==> src/rtl/pipe_pkg.sv <==
// Shared definitions for the MEM-stage access controller and its MEM/WB register.
// Holds the FSM encoding, the default timeout, and the fixed data values for bubbles and aborts.
package pipe_pkg;

  typedef enum logic {
    IDLE = 1'b0,
    WAIT = 1'b1
  } state_t;

  localparam int          TIMEOUT_DEF = 15;
  localparam logic [31:0] BUBBLE_VAL  = 32'h0;
  localparam logic [31:0] ABORT_DATA  = 32'h0;

  // Wide enough to hold the value TIMEOUT itself.
  function automatic int cnt_width(input int t);
    return (t < 2) ? 1 : $clog2(t + 1);
  endfunction

endpackage

==> src/rtl/pipemem_access_pipemwreg.sv <==
// MEM/WB pipeline register: 1-cycle capture; on bubble it clears the write enables and holds the data.
// Synchronous active-high reset clears every field.
module pipemwreg (
  input  logic        clock,
  input  logic        reset,
  input  logic        bubble,
  input  logic        d_wwreg,
  input  logic        d_wm2reg,
  input  logic [31:0] d_wmo,
  input  logic [31:0] d_walu,
  input  logic [4:0]  d_wrn,
  output logic        wwreg,
  output logic        wm2reg,
  output logic [31:0] wmo,
  output logic [31:0] walu,
  output logic [4:0]  wrn
);

  always_ff @(posedge clock) begin
    if (reset) begin
      wwreg  <= 1'b0;
      wm2reg <= 1'b0;
      wmo    <= 32'h0;
      walu   <= 32'h0;
      wrn    <= 5'd0;
    end else if (bubble) begin
      wwreg  <= 1'b0;
      wm2reg <= 1'b0;
    end else begin
      wwreg  <= d_wwreg;
      wm2reg <= d_wm2reg;
      wmo    <= d_wmo;
      walu   <= d_walu;
      wrn    <= d_wrn;
    end
  end

endmodule

==> src/rtl/pipemem_access.sv <==
// MEM-stage load/store controller: 1 cycle to WB with zero-wait memory, N+1 with N wait cycles.
// Holds mstall high while a bus access is outstanding; aborts with merr after TIMEOUT wait cycles.
module pipemem_access
  import pipe_pkg::*;
#(
  parameter int TIMEOUT = TIMEOUT_DEF
) (
  input  logic        clock,
  input  logic        reset,
  input  logic        mwreg,
  input  logic        mm2reg,
  input  logic        mwmem,
  input  logic [31:0] malu,
  input  logic [31:0] mb,
  input  logic [4:0]  mrn,
  input  logic        bus_ack,
  input  logic [31:0] bus_rdata,
  output logic        bus_req,
  output logic        bus_we,
  output logic [31:0] bus_addr,
  output logic [31:0] bus_wdata,
  output logic        mstall,
  output logic        merr,
  output logic        wwreg,
  output logic        wm2reg,
  output logic [31:0] wmo,
  output logic [31:0] walu,
  output logic [4:0]  wrn
);

  localparam int          CW   = cnt_width(TIMEOUT);
  localparam logic [CW-1:0] C_TO = CW'(TIMEOUT);

  state_t          r_state;
  state_t          w_next;
  logic [CW-1:0]   r_cnt;
  logic [31:0]     r_addr;
  logic [31:0]     r_wdata;
  logic            r_we;
  logic            r_merr;

  logic            w_memop;
  logic            w_misalign;
  logic            w_access;
  logic            w_timeout;
  logic            w_err;
  logic            w_load;
  logic [31:0]     w_wmo;

  assign w_memop    = mwmem | mm2reg;
  assign w_misalign = w_memop & (malu[1:0] != 2'b00);
  assign w_access   = w_memop & ~w_misalign;
  // Ack on the last allowed wait cycle still counts as a completion.
  assign w_timeout  = (r_state == WAIT) & ~bus_ack & (r_cnt == C_TO);
  assign w_err      = (r_state == IDLE) ? w_misalign : w_timeout;
  assign w_load     = (r_state == WAIT) ? ~r_we : (w_access & ~mwmem);
  assign w_wmo      = (w_load & ~w_err) ? bus_rdata :
                      (w_memop ? ABORT_DATA : BUBBLE_VAL);
  assign merr       = r_merr;

  always_ff @(posedge clock) begin
    if (reset) r_state <= IDLE;
    else       r_state <= w_next;
  end

  always_comb begin
    w_next = r_state;
    case (r_state)
      IDLE:    if (w_access & ~bus_ack) w_next = WAIT;
      WAIT:    if (bus_ack | w_timeout) w_next = IDLE;
      default: w_next = IDLE;
    endcase
  end

  always_comb begin
    bus_req   = 1'b0;
    bus_we    = mwmem;
    bus_addr  = {malu[31:2], 2'b00};
    bus_wdata = mb;
    mstall    = 1'b0;
    case (r_state)
      IDLE: begin
        bus_req = w_access;
        mstall  = w_access & ~bus_ack;
      end
      WAIT: begin
        bus_req   = 1'b1;
        bus_we    = r_we;
        bus_addr  = r_addr;
        bus_wdata = r_wdata;
        mstall    = ~bus_ack & ~w_timeout;
      end
      default: ;
    endcase
  end

  always_ff @(posedge clock) begin
    if (reset) begin
      r_cnt   <= '0;
      r_addr  <= 32'h0;
      r_wdata <= 32'h0;
      r_we    <= 1'b0;
      r_merr  <= 1'b0;
    end else begin
      r_merr <= w_err;
      if (r_state == IDLE) begin
        if (w_access & ~bus_ack) begin
          r_cnt   <= CW'(1);
          r_addr  <= {malu[31:2], 2'b00};
          r_we    <= mwmem;
          r_wdata <= mb;
        end
      end else if (bus_ack | w_timeout) begin
        r_cnt <= '0;
      end else begin
        r_cnt <= r_cnt + 1'b1;
      end
    end
  end

  pipemwreg u_mwreg (
    .clock    (clock),
    .reset    (reset),
    .bubble   (mstall),
    .d_wwreg  (mwreg & ~w_err),
    .d_wm2reg (mm2reg & ~w_err),
    .d_wmo    (w_wmo),
    .d_walu   (malu),
    .d_wrn    (mrn),
    .wwreg    (wwreg),
    .wm2reg   (wm2reg),
    .wmo      (wmo),
    .walu     (walu),
    .wrn      (wrn)
  );

endmodule

==> config.mk <==
export PLATFORM = sky130hd
export DESIGN_NAME = pipemem_access
export DESIGN_NICKNAME = d
export VERILOG_FILES = /design/src/rtl/pipe_pkg.sv /design/src/rtl/pipemem_access_pipemwreg.sv /design/src/rtl/pipemem_access.sv
export SDC_FILE = /design/constraint.sdc
export NUM_CORES = 1
export LEC_CHECK = 0
export CORE_ASPECT_RATIO = 1.2
export CORE_MARGIN = 2
export CORE_UTILIZATION = 45
export DETAILED_ROUTE_END_ITERATION = 8
export PLACE_DENSITY_LB_ADDON = 0.08
export SYNTH_ARGS = -nofsm -noshare
export SYNTH_HDL_FRONTEND = slang
export SYNTH_SLANG_ARGS = --single-unit
export TNS_END_PERCENT = 5
==> constraint.sdc <==
create_clock -name clock -period 1.5 [get_ports clock]
set_input_delay 0.15 -clock clock [delete_from_list [all_inputs] [get_ports clock]]
set_output_delay 0.15 -clock clock [all_outputs]
set_load 0.03 [all_outputs]
==> summary.txt, run 1 <==
GRT
  – First-pass GRT wire length: ~35,000 um
  – Initial antenna violation count: 0
  – Vias in the first global route: 6,900
  – Pin count of the biggest net entering global routing: 58
  – GRT Total Usage: 26.4%
  – Gr ovfl total: 0

Critical path
  – Crit-path cells: buf_12, clkbuf_16, mux2_2, buf_6
  – CP endpoint kind: output port
  – Largest fanout on the critical path: 9
  – Critical path arrival: roughly 1.6 ns
  – CP top delay family: buffers and inverters
  – Crit-path max cell delay: about 0.4 ns
  – CP Data Required Time: 1.35 ns
  – Startpoint Class: flip-flop
  – Crit path kind: flip-flop to output port
  – Slowest CP cell: dfxtp_4
  – Buffers & Inverters on Critical Path: 3

Timing
  – Post-layout min period: between 1.5 and 2 ns
  – Final number of hold-violating endpoints: 0
  – RSZ-0062 raised after global routing: true
  – Clock Skew: 0.00651 ns
  – Fmax: 562 MHz
  – Max-slew violations: 0
  – Final worst slack: -0.281 ns
  – Setup TNS Final: -19.95 ns
  – Tcrit/Tclk final: 119%
  – Number of setup violations in the final report: 121

Floorplanning
  – I/O pin count: approximately 250
  – Area of the core: roughly 15,000 um^2
  – Site Rows: 49
  – Die area: approximately 16,000 um^2
  – Die X: between 100 and 150 um
  – Initial core utilization: 46.0%
  – Die Height: roughly 140 um

Synth
  – Netlist cell types: 32
  – FF+latch count, synth: 140
  – Synth warn: 0
  – Gate Count Post-Synth: 731
  – Post-synthesis average cell area: about 9.4 um^2
  – Mapped cell area: around 7000 um^2
  – Sequential share of the synthesized area: approximately two fifths

Routing
  – Routed Antenna Nets: 0
  – DRT Pass-1 Iters: 5
  – DRC viols: 0
  – Routed len/inst: ~19 um
  – Initial DRC Count: roughly 410
  – DR vias/cell: about 5.7
  – Routed vias: 6,892
  – Total Wirelength: 22,600 um

Clocking
  – Clock tree sinks: 140
  – CTS Buf Count: 17
  – CTS tree: built
  – Worst-skew pair later-pin latency: roughly 0.42 ns
  – Clock buffer depth: 2
  – CTS Hold Bufs: 0
  – CTS clock-pin slew for the worst setup and hold paths: 0.06 ns
  – CTS H-tree lvls: 4
  – Root Buffer: clkbuf_16

Layout
  – Most frequent cells in the layout: 138 x dfxtp_1, 107 x nand2b_1, 104 x clkdlybuf4s50_1
  – Commonest non-fill, non-tap cell in the layout: dfxtp_1
  – # fillers: 1,169
  – Share of layout cells above drive strength 1: ~30%
  – Storage cell area: approximately 2800 um^2
  – Finished Cell Area: around 11,000 um^2
  – P&R area growth vs syn: 58.3%
  – Layout Utilization: between 70% and 80%
  – Final net count: around 1,100
  – Number of diodes: 0
  – Area of the multi-input gates: 3940 um^2

Power and ir drop
  – Total Power: approximately 10,000 uW
  – PwrDens: 922 nW/um^2
  – LEAKAGE: 0.00442 uW
  – Worst VDD drop: approximately 640 uV

Job
  – Number of max-cap violations: 0

Status
  – Failing checks: negative setup slack
  – Status: finished with violations

Min path
  – Hold crit path type: input pin to flip-flop

Placed design
  – Placed Instance Area: roughly 10000 um^2
  – GP Congestion: ~0.84
  – Port bufs: 243
  – Post-DP HPWL: ~15,000 um
[what timing repair did]
item | CTS | global route
hold endpoints to repair | 0 | 0
cloned | 1 | 2
buffers inserted | 3 | 2
setup endpoints to repair | 270 | 176
resized for setup | 433 | 62
pin swaps | 1 | 1
[final timing paths]
check	from	to	slack, ns	cells past startpoint
worst max-delay path	r_state	bus_addr[24]	-0.28	4
worst min-delay path	reset	r_wdata[28]	0.12	2
worst max register to register	r_state	u_mwreg.walu[27]	-0.11	7
worst min register to register	r_wdata[0]	r_wdata[0]	0.47	2
[power breakdown]
group | switching [uW] | internal, uW
Combinational | 1200 | 1050
Clock | 1670 | 2200
Sequential | 76.7 | 3860
Total | 2950 | 7100
[kinds of logic (layout without fill, tap and decap cells)]
family	Yosys count	after routing	synth area share (%)
buf+inv	98	369	6.70
mux	100	100	15.7
simple gates	220	220	21.1
fa+ha+maj	1	1	0.182
other cells	1	2	0.0544
flops	140	140	40.7
compound gates	171	171	15.7
[per-stage QoR]
stage / setup WS [ns] / instances / hold slack, ns
2_1_floorplan: 0.0178 / 732 / 0.298
3_3_place_gp: -0.477 / 1167 / 0.451
3_5_place_dp: -0.554 / 1167 / 0.459
4_1_cts: -0.316 / 1203 / 0.112
5_1_grt: -0.315 / 1207 / 0.120
6_report: -0.281 / 1207 / 0.123
[sequential cells by signal (all words and copies together) (netlist names)]
name	count
r_state	1
u_mwreg.wm2reg	1
u_mwreg.wmo	32
r_we	1
u_mwreg.wrn	5
r_addr	30
merr	1
r_wdata	32
u_mwreg.walu	32
r_cnt	4
u_mwreg.wwreg	1
[metal layers]
metal / global-route usage, % / share of wire [%]
met2: 45.8 / 51
met5: 0 / 0
met3: 5.18 / 6.9
met1: 32.1 / 40
met4: 9.23 / 2.5
[layout make-up]
type,instances,area share (%)
multi-input combinational,494,36.2
sequential,140,25.8
timing repair buffer,333,30.6
clock buffer,19,4.15
inverter,4,0.138
tap,204,2.34
clock inverter,13,0.838
[synth_stat cells]
cell type | instances | area [um^2]
o22ai_1 | 32 | 200
a31oi_1 | 1 | 6.26
a32oi_1 | 2 | 17.5
a211oi_1 | 1 | 7.51
buf_6 | 4 | 45.0
nor2_1 | 3 | 11.3
nand3b_1 | 1 | 7.51
nor2_2 | 1 | 6.26
clkbuf_1 | 42 | 158
a311oi_1 | 1 | 8.76
o311ai_0 | 2 | 17.5
nand4b_1 | 32 | 280
or3_1 | 1 | 6.26
or4_1 | 1 | 7.51
dfxtp_1 | 140 | 2800
nor2b_1 | 1 | 6.26
mux2_2 | 62 | 698
o31ai_1 | 64 | 480
conb_1 | 1 | 3.75
buf_2 | 33 | 165
nand3_1 | 5 | 25.0
mux2i_1 | 38 | 380
buf_4 | 6 | 45.0
nand2b_1 | 107 | 669
a21oi_1 | 68 | 340
nand4_1 | 63 | 394
buf_1 | 9 | 33.8
nor4b_1 | 2 | 17.5
ha_1 | 1 | 12.5
or2_2 | 1 | 6.26
or2_1 | 2 | 12.5
inv_1 | 4 | 15.0
(Power assumes the default switching activity.)
==> run 2, diff against run 1 <==
--- a/config.mk
+++ b/config.mk
@@ -9,6 +9,7 @@
 export CORE_MARGIN = 2
 export CORE_UTILIZATION = 45
 export DETAILED_ROUTE_END_ITERATION = 8
+export GPL_ROUTABILITY_DRIVEN = 0
 export PLACE_DENSITY_LB_ADDON = 0.08
 export SYNTH_ARGS = -nofsm -noshare
 export SYNTH_HDL_FRONTEND = slang
==> results of run 2 <==
Same layout as run 1: the final DEF is identical, and so are final timing and power.
